==> src/rtl/rtc_pkg.sv <==
// Shared RTC definitions: BCD time layout, field offsets and digit limits.
// Imported by the RTC clock, alarm and timer units.
package rtc_pkg;

  localparam int SEC_LO     = 0;
  localparam int MIN_LO     = 8;
  localparam int HR_LO      = 16;
  localparam int RUN_BIT    = 24;
  localparam int RELOAD_BIT = 25;

  localparam logic [3:0] ONES_MAX    = 4'd9;
  localparam logic [3:0] TENS_MAX    = 4'd5;
  localparam logic [3:0] HR_TENS_MAX = 4'd9;

  // Bits 7 and 15 are tens-digit MSBs that are never set
  localparam logic [23:0] BCD_MASK    = 24'hFF7F7F;
  localparam logic [23:0] BCD_ONE_SEC = 24'h000001;

  typedef logic [23:0] bcd_time_t;

  typedef struct packed {
    logic reload;
    logic alarm;
    logic running;
  } rtc_timer_status_t;

  // Returns {borrow_out, digit}
  function automatic logic [4:0] bcd_dec_digit(
    input logic [3:0] d,
    input logic [3:0] mx,
    input logic       bin
  );
    logic [4:0] r;
    r = {1'b0, d};
    if (bin) begin
      if (d == 4'd0) r = {1'b1, mx};
      else           r = {1'b0, d - 4'd1};
    end
    return r;
  endfunction

endpackage

==> src/rtl/rtcmtimer_if.sv <==
// Register bus between the RTC decode and the multi-channel timer.
// Write strobe, channel select, data/valids in; selected channel status out.
interface rtcmtimer_if #(
  parameter int LGNT = 2
);
  logic            i_wr;
  logic [LGNT-1:0] i_sel;
  logic [25:0]     i_data;
  logic [2:0]      i_valid;
  logic [31:0]     o_data;

  modport master (
    output i_wr, i_sel, i_data, i_valid,
    input  o_data
  );

  modport slave (
    input  i_wr, i_sel, i_data, i_valid,
    output o_data
  );
endinterface

==> src/rtl/rtc_bcd_decrement.sv <==
// Registered 24-bit HH:MM:SS BCD decrement with last-tick and zero flags.
// o_last: input was 00:00:01; o_zero: input was 00:00:00 (no valid result).
module rtc_bcd_decrement
  import rtc_pkg::*;
(
  input  logic      i_clk,
  input  logic      i_reset_n,
  input  logic      i_ce,
  input  bcd_time_t i_time,
  output bcd_time_t o_time,
  output logic      o_last,
  output logic      o_zero
);

  logic [4:0] w_d0, w_d1, w_d2, w_d3, w_d4, w_d5;
  bcd_time_t  w_next;

  assign w_d0 = bcd_dec_digit(i_time[SEC_LO +: 4], ONES_MAX, 1'b1);
  assign w_d1 = bcd_dec_digit(i_time[SEC_LO+4 +: 4], TENS_MAX, w_d0[4]);
  assign w_d2 = bcd_dec_digit(i_time[MIN_LO +: 4], ONES_MAX, w_d1[4]);
  assign w_d3 = bcd_dec_digit(i_time[MIN_LO+4 +: 4], TENS_MAX, w_d2[4]);
  assign w_d4 = bcd_dec_digit(i_time[HR_LO +: 4], ONES_MAX, w_d3[4]);
  assign w_d5 = bcd_dec_digit(i_time[HR_LO+4 +: 4], HR_TENS_MAX, w_d4[4]);

  assign w_next = {w_d5[3:0], w_d4[3:0], w_d3[3:0],
                   w_d2[3:0], w_d1[3:0], w_d0[3:0]};

  always_ff @(posedge i_clk or negedge i_reset_n) begin
    if (!i_reset_n) begin
      o_time <= '0;
      o_last <= 1'b0;
      o_zero <= 1'b0;
    end else if (i_ce) begin
      o_time <= w_next;
      o_last <= (i_time == BCD_ONE_SEC);
      o_zero <= (i_time == '0);
    end
  end

endmodule

==> src/rtl/rtcmtimer.sv <==
// NTIMERS-channel BCD countdown timer sharing one decrement pipeline.
// Periodic auto-reload is built only with RTCMTIMER_RELOAD_EN defined.
module rtcmtimer
  import rtc_pkg::*;
#(
  parameter int NTIMERS = 4,
  parameter int LGNT    = (NTIMERS > 1) ? $clog2(NTIMERS) : 1,
  parameter int LGSUBCK = 2
) (
  input  logic               i_clk,
  input  logic               i_reset_n,
  input  logic               i_sub_ck,
  rtcmtimer_if.slave         bus,
  output logic [NTIMERS-1:0] o_int,
  output logic               o_interrupt
);

  bcd_time_t          r_count [NTIMERS];
  logic [LGSUBCK-1:0] r_sub   [NTIMERS];
  logic [NTIMERS-1:0] r_run;
  logic [NTIMERS-1:0] r_alarm;
  logic [NTIMERS-1:0] r_pend;
  logic [NTIMERS-1:0] r_int;
  logic [NTIMERS-1:0] w_rld;
  bcd_time_t          w_rval;

  logic [LGNT-1:0] r_rr;
  logic [LGNT-1:0] r_s1_ch;
  logic            r_s1_vld;
  logic [LGNT-1:0] w_pick;
  logic            w_pick_vld;
  logic [LGNT:0]   w_jj;
  logic            w_issue;
  logic            w_wb;

  logic      w_wr;
  bcd_time_t w_wdata;
  logic      w_wrun;
  logic      w_load;

  bcd_time_t         w_dec_time;
  logic              w_dec_last;
  logic              w_dec_zero;
  rtc_timer_status_t w_st;
  logic [31:0]       r_data;

  assign w_wr    = bus.i_wr &&
                   ({1'b0, bus.i_sel} < (LGNT+1)'(NTIMERS));
  assign w_wdata = bus.i_data[23:0] & BCD_MASK;
  assign w_wrun  = bus.i_data[RUN_BIT];
  assign w_load  = (bus.i_valid == 3'b111) && (w_wdata != '0);

  // Round-robin: search starts just after the last served channel
  always_comb begin
    w_pick_vld = 1'b0;
    w_pick     = '0;
    w_jj       = '0;
    for (int k = NTIMERS - 1; k >= 0; k--) begin
      w_jj = {1'b0, r_rr} + (LGNT+1)'(k + 1);
      if (w_jj >= (LGNT+1)'(NTIMERS))
        w_jj = w_jj - (LGNT+1)'(NTIMERS);
      if (r_pend[w_jj[LGNT-1:0]]) begin
        w_pick_vld = 1'b1;
        w_pick     = w_jj[LGNT-1:0];
      end
    end
  end

  assign w_issue = w_pick_vld &&
                   !(w_wr && bus.i_sel == w_pick);
  assign w_wb    = r_s1_vld && !w_dec_zero &&
                   !(w_wr && bus.i_sel == r_s1_ch);

  rtc_bcd_decrement u_dec (
    .i_clk     (i_clk),
    .i_reset_n (i_reset_n),
    .i_ce      (w_issue),
    .i_time    (r_count[w_pick]),
    .o_time    (w_dec_time),
    .o_last    (w_dec_last),
    .o_zero    (w_dec_zero)
  );

`ifdef RTCMTIMER_RELOAD_EN
  logic [NTIMERS-1:0] r_rld;
  bcd_time_t          r_rval [NTIMERS];

  always_ff @(posedge i_clk or negedge i_reset_n) begin
    if (!i_reset_n) begin
      r_rld <= '0;
      for (int i = 0; i < NTIMERS; i++) r_rval[i] <= '0;
    end else if (w_wr) begin
      r_rld[bus.i_sel] <= bus.i_data[RELOAD_BIT];
      if (!r_run[bus.i_sel] && w_load)
        r_rval[bus.i_sel] <= w_wdata;
    end
  end

  assign w_rld  = r_rld;
  assign w_rval = r_rval[r_s1_ch];
`else
  logic w_unused_rld;
  assign w_unused_rld = bus.i_data[RELOAD_BIT];
  assign w_rld  = '0;
  assign w_rval = '0;
`endif

  always_comb begin
    w_st         = '0;
    w_st.reload  = w_rld[bus.i_sel];
    w_st.alarm   = r_alarm[bus.i_sel];
    w_st.running = r_run[bus.i_sel];
  end

  always_ff @(posedge i_clk or negedge i_reset_n) begin
    if (!i_reset_n) begin
      for (int i = 0; i < NTIMERS; i++) begin
        r_count[i] <= '0;
        r_sub[i]   <= '0;
      end
      r_run    <= '0;
      r_alarm  <= '0;
      r_pend   <= '0;
      r_int    <= '0;
      r_rr     <= '0;
      r_s1_ch  <= '0;
      r_s1_vld <= 1'b0;
      r_data   <= '0;
    end else begin
      r_int    <= '0;
      r_s1_vld <= w_issue;
      r_s1_ch  <= w_pick;
      if (w_issue) begin
        r_pend[w_pick] <= 1'b0;
        r_rr           <= w_pick;
      end
      for (int i = 0; i < NTIMERS; i++) begin
        if (r_run[i] && i_sub_ck) begin
          r_sub[i] <= r_sub[i] + 1'b1;
          if (&r_sub[i]) r_pend[i] <= 1'b1;
        end
      end
      if (w_wb) begin
        if (w_dec_last) begin
          r_count[r_s1_ch] <= w_rld[r_s1_ch] ? w_rval : '0;
          r_alarm[r_s1_ch] <= 1'b1;
          r_int[r_s1_ch]   <= 1'b1;
          if (!w_rld[r_s1_ch]) r_run[r_s1_ch] <= 1'b0;
        end else begin
          r_count[r_s1_ch] <= w_dec_time;
        end
      end
      // A write overrides any same-cycle tick or writeback
      if (w_wr) begin
        if (r_run[bus.i_sel]) begin
          r_run[bus.i_sel] <= w_wrun;
          if (!w_wrun) r_pend[bus.i_sel] <= 1'b0;
        end else begin
          r_alarm[bus.i_sel] <= 1'b0;
          if (w_load) begin
            r_count[bus.i_sel] <= w_wdata;
            r_sub[bus.i_sel]   <= '0;
            r_pend[bus.i_sel]  <= 1'b0;
            r_run[bus.i_sel]   <= w_wrun;
          end else if (w_wdata == '0 &&
                       r_count[bus.i_sel] != '0) begin
            r_run[bus.i_sel] <= w_wrun;
          end
        end
      end
      r_data <= {5'h0, w_st, r_count[bus.i_sel]};
    end
  end

  assign bus.o_data  = r_data;
  assign o_int       = r_int;
  assign o_interrupt = |r_int;

endmodule
==> src/flat_wrapper.sv <==
// flat-port wrapper written by rule: the top's interface ports become plain ports
module rtcmtimer_flat import rtc_pkg::*;
#(
  parameter int NTIMERS = 4,
  parameter int LGNT    = (NTIMERS > 1) ? $clog2(NTIMERS) : 1,
  parameter int LGSUBCK = 2
)
  (i_clk, i_reset_n, i_sub_ck, o_int, o_interrupt, bus_i_wr, bus_i_sel, bus_i_data, bus_i_valid, bus_o_data);
  rtcmtimer_if #(.LGNT(LGNT)) bus_i ();
  input  logic i_clk;
  input  logic i_reset_n;
  input  logic i_sub_ck;
  output logic [NTIMERS-1:0] o_int;
  output logic o_interrupt;
  input wire logic [$bits(bus_i.i_wr)-1:0] bus_i_wr;
  input wire logic [$bits(bus_i.i_sel)-1:0] bus_i_sel;
  input wire logic [$bits(bus_i.i_data)-1:0] bus_i_data;
  input wire logic [$bits(bus_i.i_valid)-1:0] bus_i_valid;
  output wire logic [$bits(bus_i.o_data)-1:0] bus_o_data;
  assign bus_i.i_wr = bus_i_wr;
  assign bus_i.i_sel = bus_i_sel;
  assign bus_i.i_data = bus_i_data;
  assign bus_i.i_valid = bus_i_valid;
  assign bus_o_data = bus_i.o_data;
  rtcmtimer #(.NTIMERS(NTIMERS), .LGNT(LGNT), .LGSUBCK(LGSUBCK)) u_core (.i_clk(i_clk), .i_reset_n(i_reset_n), .i_sub_ck(i_sub_ck), .bus(bus_i), .o_int(o_int), .o_interrupt(o_interrupt));
endmodule
==> config.mk <==
export PLATFORM = sky130hd
export DESIGN_NAME = rtcmtimer_flat
export DESIGN_NICKNAME = d
export VERILOG_FILES = /design/src/rtl/rtc_pkg.sv /design/src/rtl/rtcmtimer_if.sv /design/src/rtl/rtc_bcd_decrement.sv /design/src/rtl/rtcmtimer.sv /design/src/flat_wrapper.sv
export SDC_FILE = /design/constraint.sdc
export NUM_CORES = 1
export LEC_CHECK = 0
export ABC_AREA = 1
export CORE_AREA = 2 2 170 172
export DETAILED_ROUTE_END_ITERATION = 10
export DIE_AREA = 0 0 172 174
export GPL_TIMING_DRIVEN = 0
export HOLD_SLACK_MARGIN = 0.06
export PLACE_DENSITY = 0.56
export RECOVER_POWER = 100
export REMOVE_ABC_BUFFERS = 1
export SETUP_SLACK_MARGIN = 0.02
export SLEW_MARGIN = 20
export SYNTH_ARGS = -nofsm -noshare
export SYNTH_HDL_FRONTEND = slang
export SYNTH_HIERARCHICAL = 1
export SYNTH_SLANG_ARGS = --single-unit
==> constraint.sdc <==
create_clock -name i_clk -period 6.5 [get_ports i_clk]
set_input_delay 1.3 -clock i_clk [delete_from_list [all_inputs] [get_ports i_clk]]
set_output_delay 1.3 -clock i_clk [all_outputs]
set_load 0.01 [all_outputs]
==> results of run 1 <==
## kinds of logic after synthesis
| kind of cell | count (synthesis) | synth area share (%) |
|---|---|---|
| AOI/OAI and AO/OA | 384 | 22.87 |
| buffers and inverters | 191 | 8.644 |
| DFF | 177 | 45.47 |
| xor gates and xnor gates | 6 | 0.5394 |
| other | 1 | 0.03849 |
| adders and majority gates | 4 | 0.5138 |
| and+or+nand+nor | 502 | 21.92 |
## cell type report
class	count	area [um^2]
fill	2956	17240
sequential	177	4429
multi-input combinational	902	4349
timing repair buffer	71	711.9
tap	384	480.5
clock buffer	20	446.7
inverter	117	441.7
clock inverter	12	133.9
## power by group
| group | switching, mW | total [mW] | internal [mW] |
|---|---|---|---|
| registers | 0.312 | 1.94 | 1.62 |
| clock network | 0.454 | 1.03 | 0.578 |
| logic | 2.93 | 4.40 | 1.47 |
| total | 3.70 | 7.36 | 3.67 |
## placed cells by master (no fill, tap or decap), types with 9 or more instances in the layout
| cell | instances |
|---|---|
| nand2_1 | 282 |
| dfrtp_1 | 177 |
| a21oi_1 | 152 |
| nor2_1 | 134 |
| o21ai_0 | 132 |
| inv_1 | 109 |
| nand3_1 | 40 |
| dlygate4sd3_1 | 34 |
| clkdlybuf4s50_1 | 27 |
| o211ai_1 | 26 |
| clkbuf_16 | 17 |
| o32ai_1 | 17 |
| nand4_1 | 16 |
| a22oi_1 | 16 |
| o21ai_1 | 15 |
| o22ai_1 | 9 |
| nor3_1 | 9 |
## metal layers
metal | share of wire (%) | vias to the layer above
li1 | - | 4277
met1 | 46 | 4363
met2 | 45 | 341
met3 | 7.4 | 51
met4 | 2.3 | 0
met5 | 0 | -
## state kept, by name (all words and copies together) (netlist names), 4 cells and up
name                 count
u_core/r_count          96
u_core/u_dec/o_time     24
u_core/r_run             4
u_core/r_alarm           4
u_core/r_sub             8
u_core/r_pend            4
u_core/o_int             4
u_core/bus.o_data       26
## cell usage after synthesis, drive strengths merged
master   instances  area [um^2]
o32ai           17        148.9
o21a             1        7.510
a31oi            7        43.79
or4              1        7.510
nand4           16        100.1
dfrtp          177         4429
o22ai            9        56.30
clkinv           2        7.510
a22oi           16        120.1
buf             44        282.8
a21oi          152        764.5
nand2          287         1126
o2111ai          1        8.760
nor2           142        596.8
a211oi           1        7.510
or2              5        31.28
ha               4        50.05
o211ai          27        282.8
inv            115        434.2
and3             1        6.260
a21o             1        7.510
o31ai            1        7.510
a21boi           1        7.510
xnor2            5        43.79
nand3           40        200.2
conb             1        3.750
nor4             1        6.260
a22o             1        8.760
nor3             9        61.31
clkbuf          30        117.6
xor2             1        8.760
o21ai          149        757.0
## final timing paths
check / start / to / slack, ps / cells after the start
worst min-delay path: u_core/u_dec/o_time[0] / u_core/u_dec/o_time[0] / 490 / 1
worst min register to register: u_core/u_dec/o_time[0] / u_core/u_dec/o_time[0] / 490 / 1
worst max register to register: u_core/r_rr[0] / u_core/u_dec/o_time[3] / 1180 / 16
min in group asynchronous: i_reset_n / u_core/r_count[25] / 1250 / 1
worst max-delay path: bus_i_data[16] / u_core/r_count[95] / 990 / 11
max in group asynchronous: i_reset_n / u_core/r_run[1] / 2350 / 2
==> run_results.csv, run 1 <==
group,metric,value,unit
synth,synth_warnings,6,
final_layout,syn2layout_area_growth,12.84,%
global_routing,grt_max_degree,84,
global_routing,antenna_found_initial,0,
sta,setup_slack,991.1,ps
global_routing,grt_pass1_vias,8520,
critical_path,crit_chain,"dlygate4sd3_1 > inv_1 > nand2_1 > nor4_1 > nand3_1 > nand2_1 > inv_1 > nand2_1 > inv_1 > a211oi_1 > nor2_1",
clocking,clkTransAtPathRegs,70,ps
place,routabilityCongestion,0.8021,
sta,period_share,84.75,%
final_layout,utilization,38.93,%
sta,tightest_slew,2187,ps
final_layout,fin_nets,1325,
critical_path,slowest_stage,"nand2_1",
synth,synth_cell_types,50,
clocking,cts_sinks,177,
critical_path,cp_max_fo,27,
sta,fin_setup_tns,0,ps
synth,synthesis.area,9742,um^2
sta,setup_violations,0,
die,num_io_pins,72,
place,dp_cells,1651,
clocking,cts_setup_buffers,0,
final_layout,drive_gt1_share,4.696,%
die,die_area,29930,um^2
place,place_ws,1022,ps
place,dp_hpwl,18690,um
clocking,h-tree-depth,4,
sta,relSlewSlack,-45.79,%
drt,vias,9032,
drt,drc_errors,0,
die,start_util,34.50,%
synth,ys_ff_latch,177,
global_routing,grt_pass1_wl,47880,um
critical_path,critical_path_required,6810,ps
power,power_per_cell_area,669.9,nW/um^2
drt,wl_per_cell,18.13,um
drt,drtPass1Iterations,5,
sta,fin_worst_skew,8.854,ps
critical_path,slowest_delay,1010,ps
global_routing,use_met1,29.41,%
sta,drv_slew,167,
place,io_buffers,62,
critical_path,end_kind,"flip-flop",
sta,timing.hold.ws,487.2,ps
clocking,tritoncts,"built",
global_routing,globalRouteMet2Util,32.73,%
place,placed_cell_area,10690,um^2
status,status,"finished with violations",
final_layout,antenna_cells,0,
synth,syn_inst,1265,
global_routing,overflow,0,
critical_path,crit_buf_inv,4,
final_layout,fin_cells,1683,
drt,totalWireLength,30520,um
critical_path,crit_path_start_kind,"input pin",
critical_path,crit_family,"simple AND/OR/NAND/NOR gates",
die,fp.dieW,172,um
clocking,clk_latency,430,ps
die,rows,62,
die,die_h,174,um
synth,avgSynthCellArea,7.701,um^2
sta,rsz0062_at_grt,"false",
clocking,max-clock-path-buffers,2,
clocking,cts-resized-gates,0,
synth,yosysSeqAreaShare,45.47,%
power,ir_drop,421.4,uV
critical_path,worstPathArrival,5820,ps
global_routing,top_usage_layer,"met2",
status,violations,"capacitance limit, slew limit",
sta,fmaxAchievable,0.1815,GHz
power,power,7.364,mW
drt,ant_nets,0,
global_routing,grt_usage,20.77,%
min_path,hp-class,"reg2reg",
global_routing,use_met3,2.778,%
clocking,cts_inserted_buffers,17,
drt,vias_per_cell,5.367,
clocking,cts_hold_buf,0,
final_layout,final_area,10990,um^2
critical_path,crit_type,"in2reg",
flow_run,cap_violations,4,
die,core_area,28240,um^2
drt,first_iter_violations,926,
sta,min_period,5509,ps
power,power_leakage,5.175,nW
sta,finalHoldViolCount,0,
clocking,root_buffer,"clkbuf_16",
(Power assumes the default switching activity.)
==> run 2: changes to the inputs <==
- clock period: 6.5 -> 5.5 ns (I/O delays scaled with it)
==> run_results.csv, run 2 (synthesis results as in run 1) <==
group,metric,value,unit
status,status,"finished with violations",
status,violations,"capacitance limit, slew limit",
die,num_io_pins,72,
global_routing,overflow,0,
critical_path,reg2reg_to,"u_core/u_dec/o_time[22]",
final_layout,final_common_cell,"nand2_1",
place,routabilityCongestion,0.8021,
critical_path,end_kind,"flip-flop",
global_routing,antenna_found_initial,0,
die,core_area,28240,um^2
sta,fin_worst_skew,10.10,ps
clocking,cts_inserted_buffers,17,
critical_path,reg2reg_from,"u_core/r_rr[0]",
critical_path,crit_path_start_kind,"input pin",
power,p_switching,4.377,mW
sta,min_period,5047,ps
clocking,root_buffer,"clkbuf_16",
clocking,clkTransAtPathRegs,70,ps
drt,drc_errors,0,
final_layout,syn2layout_area_growth,13.14,%
final_layout,fillers,2950,
critical_path,worstPathArrival,5380,ps
die,die_area,29930,um^2
global_routing,grt_pass1_vias,8520,
min_path,hp-start,"u_core/u_dec/o_time[7]",
final_layout,fin_nets,1325,
sta,fin_setup_tns,0,ps
clocking,cts_setup_buffers,0,
power,p_int,4.340,mW
sta,period_share,91.77,%
final_layout,final_cell_mix,"nand2_1 (282), dfrtp_1 (177), a21oi_1 (152)",
drt,drtPass1Iterations,5,
die,die_h,174,um
final_layout,largest_reg_flops,96,
critical_path,cp_max_fo,27,
sta,relSlewSlack,-44.56,%
global_routing,grt_usage,20.77,%
final_layout,top_register,"u_core/r_count",
critical_path,crit_type,"in2reg",
critical_path,r2r_cells,20,
clocking,h-tree-depth,4,
place,dp_cells,1651,
drt,totalWireLength,30540,um
die,fp.dieW,172,um
final_layout,utilization,39.03,%
clocking,max-clock-path-buffers,2,
clocking,cts_sinks,177,
power,swShare,50.21,%
sta,rsz0062_at_grt,"false",
global_routing,grt_pass1_wl,47880,um
global_routing,grt_max_degree,84,
min_path,hp-class,"reg2reg",
die,rows,62,
critical_path,critical_path_required,5830,ps
power,seqPwrFrac,26.2,%
sta,tightest_slew,2168,ps
final_layout,drive_gt1_share,5.004,%
critical_path,reg2reg_slack,690,ps
min_path,hold_end,"u_core/u_dec/o_time[7]",
drt,vias,9068,
sta,finalHoldViolCount,0,
clocking,cts-resized-gates,0,
sta,timing.hold.ws,482.5,ps
drt,wl_per_cell,18.15,um
sta,fmaxAchievable,0.1981,GHz
clocking,cts_hold_buf,0,
final_layout,antenna_cells,0,
min_path,hold_path_depth,2,
power,power_per_cell_area,790.9,nW/um^2
power,power_leakage,5.182,nW
power,ir_drop,483.2,uV
power,power_frac_comb,59.7,%
drt,first_iter_violations,945,
sta,setup_violations,0,
power,p_clk_share,14.0,%
place,io_buffers,62,
drt,vias_per_cell,5.388,
flow_run,cap_violations,2,
place,dp_hpwl,18690,um
clocking,clk_latency,430,ps
drt,ant_nets,0,
sta,drv_slew,154,
die,start_util,34.50,%
final_layout,fin_cells,1683,
clocking,tritoncts,"built",
==> run 2: changes by cell type in the layout (fill, tap and decap cells not counted), sizes merged <==
cell	change
clkdlybuf4s50	+1
clkinvlp	-1
dlygate4sd3	-1
inv	+1
==> run 2: how the worst max path moves through the flow <==
stage	endpoint	from
after floorplan	u_core/r_run[3]	bus_i_wr
after global placement	u_core/r_sub[7]	i_reset_n
after detailed placement	u_core/r_count[27]	bus_i_sel[1]
after CTS	u_core/r_count[27]	bus_i_sel[1]
after global routing	u_core/u_dec/o_time[22]	u_core/r_rr[0]
final	u_core/r_count[50]	bus_i_sel[0]
==> run 2: cell type report <==
class	count	area, um^2	share of cell area, %
clock buffer	20	446.7	4.053
clock inverter	12	133.9	1.215
inverter	117	442.9	4.019
multi-input combinational	902	4383	39.77
sequential	177	4429	40.19
tap	384	480.5	4.359
timing repair buffer	71	705.7	6.403
==> run 2: worst max-delay path, cell delays in order <==
cell	delay, ps
dlygate4sd3_1	780
nor2_4	870
inv_2	70
o22ai_1	200
nor3_1	90
nand2_1	940
inv_1	920
a21oi_1	380
==> run 2: power groups by stage <==
stage | combinational, mW | sequential (mW) | clock, mW
floorplan | 3.77 | 2.26 | 0
detailed placement | 5.34 | 2.31 | 0
global route | 5.86 | 2.36 | 1.31
CTS | 5.36 | 2.29 | 1.26
finish | 5.21 | 2.29 | 1.22
global placement | 5.13 | 2.31 | 0
==> run 2: metal layers <==
metal | track usage, % | wire length (um) | up-vias
li1 | - | - | 4274
met1 | 29.41 | 13710 | 4397
met2 | 32.73 | 13920 | 356
met3 | 2.778 | 2268 | 41
met4 | 6.933 | 641 | 0
met5 | 0 | 0 | -
==> run 2: per-stage QoR <==
| step | power, mW | instance area, um^2 | setup slack [ps] |
|---|---|---|---|
| 2_1_floorplan | 6.032 | 9360 | 1638 |
| 3_3_place_gp | 7.435 | 10460 | -4544 |
| 4_1_cts | 8.906 | 11270 | 671.2 |
| 3_5_place_dp | 7.648 | 10690 | 222.4 |
| 5_1_grt | 9.535 | 11020 | 252.0 |
| 6_report | 8.717 | 11020 | 452.7 |
==> run 3: changes to the inputs <==
- clock period: 5.5 -> 6.11 ns (I/O delays scaled with it)
==> run_results.csv, run 3 (synthesis results as in run 1) <==
group,metric,value,unit
drt,wl_per_cell,18.14,um
power,power_per_cell_area,708.6,nW/um^2
sta,fin_worst_skew,10.60,ps
sta,rsz0062_at_grt,"false",
critical_path,critical_path_required,6420,ps
global_routing,grt_usage,20.77,%
critical_path,crit_type,"in2reg",
final_layout,utilization,39.04,%
clocking,tritoncts,"built",
clocking,max-clock-path-buffers,2,
clocking,cts-resized-gates,0,
status,status,"finished with violations",
place,io_buffers,62,
critical_path,crit_path_start_kind,"input pin",
place,routabilityCongestion,0.8021,
final_layout,syn2layout_area_growth,13.15,%
clocking,root_buffer,"clkbuf_16",
global_routing,grt_pass1_wl,47880,um
die,core_area,28240,um^2
place,dp_cells,1651,
final_layout,largest_reg_flops,96,
global_routing,grt_max_degree,84,
final_layout,final_area,11020,um^2
die,rows,62,
drt,ant_nets,0,
critical_path,reg2reg_slack,1010,ps
place,placed_cell_area,10690,um^2
drt,drtPass1Iterations,5,
clocking,cts_hold_buf,0,
drt,first_iter_violations,995,
drt,totalWireLength,30540,um
die,die_h,174,um
power,ir_drop,432.7,uV
critical_path,cp_max_fo,27,
place,dp_hpwl,18690,um
critical_path,end_kind,"flip-flop",
sta,period_share,86.99,%
final_layout,drive_gt1_share,4.696,%
clocking,cts_inserted_buffers,17,
drt,vias,9108,
global_routing,grt_pass1_vias,8520,
final_layout,fin_cells,1683,
clocking,clkTransAtPathRegs,70,ps
global_routing,antenna_found_initial,0,
flow_run,cap_violations,2,
sta,drv_slew,111,
clocking,h-tree-depth,4,
power,power_leakage,5.170,nW
global_routing,overflow,0,
clocking,cts_setup_buffers,0,
final_layout,final_cell_mix,"nand2_1 (281), dfrtp_1 (177), a21oi_1 (152)",
drt,drc_errors,0,
clocking,cts_sinks,177,
place,place_ws,710.4,ps
sta,relSlewSlack,-46.15,%
sta,setup_slack,795.1,ps
critical_path,worstPathArrival,5620,ps
sta,finalHoldViolCount,0,
final_layout,final_common_cell,"nand2_1",
sta,min_period,5315,ps
final_layout,fin_nets,1325,
final_layout,antenna_cells,0,
sta,setup_violations,0,
final_layout,fillers,2948,
die,die_area,29930,um^2
clocking,clk_latency,430,ps
status,violations,"capacitance limit, slew limit",
drt,vias_per_cell,5.412,
sta,fmaxAchievable,0.1882,GHz
die,fp.dieW,172,um
final_layout,top_register,"u_core/r_count",
sta,tightest_slew,2192,ps
die,num_io_pins,72,
min_path,hp-class,"reg2reg",
die,start_util,34.50,%
## run 3: cell count changes in the layout (fill, tap and decap cells not counted), sizes merged
cell	change
buf	+1
clkbuf	-1
clkdlybuf4s50	-1
dlygate4sd3	+1
## run 3: critical path: stages
cell           delay, ps
dlygate4sd3_1        550
inv_1                150
nand2_1              130
nor4_1               590
nand3_1              260
nand2_1              150
inv_1                120
nand2_1              990
inv_1                960
a211oi_1             420
nor2_1                70
## run 3: power by group
| part | internal (mW) | total, mW | switching (mW) |
|---|---|---|---|
| logic | 1.56 | 4.65 | 3.09 |
| clock network | 0.615 | 1.10 | 0.485 |
| registers | 1.73 | 2.06 | 0.332 |
## run 3: final timing paths
kind,start,depth (start not counted),endpoint
setup / recovery,bus_i_data[16],11,u_core/r_count[95]
hold / removal,u_core/u_dec/o_time[0],1,u_core/u_dec/o_time[0]
setup reg to reg,u_core/r_rr[0],20,u_core/u_dec/o_time[22]
hold reg to reg,u_core/u_dec/o_time[0],1,u_core/u_dec/o_time[0]
max in group asynchronous,i_reset_n,2,u_core/r_run[1]
min in group asynchronous,i_reset_n,1,u_core/r_count[25]
## run 3: final cells by class
type / instances / area (um^2) / share of cell area [%]
clock buffers: 20 / 446.7 / 4.052
clock inverters: 12 / 133.9 / 1.215
inverters: 117 / 442.9 / 4.018
multi-input cells: 902 / 4362 / 39.57
flip-flops and latches: 177 / 4429 / 40.18
well taps: 384 / 480.5 / 4.359
repair buffers: 71 / 728.2 / 6.606
## run 3: per-stage QoR
stage               setup TNS [ps]  power (mW)  hold WS [ps]
floorplan                        0       5.430         449.1
global placement           -713790       6.692         463.8
detailed placement               0       6.884         465.0
CTS                              0       8.017         483.6
global route                     0       8.554         507.3
finish                           0       7.811         487.2
## run 3: layer usage
metal  vias to the layer above  part of all wire, %  global-route usage [%]  routed length (um)
met5                         -                    0                       0                   0
met4                         0                  2.1                   6.933                 636
met2                       381                   45                   32.73               13870
met3                        47                  7.3                   2.778                2223
li1                       4269                    -                       -                   -
met1                      4411                   45                   29.41               13810
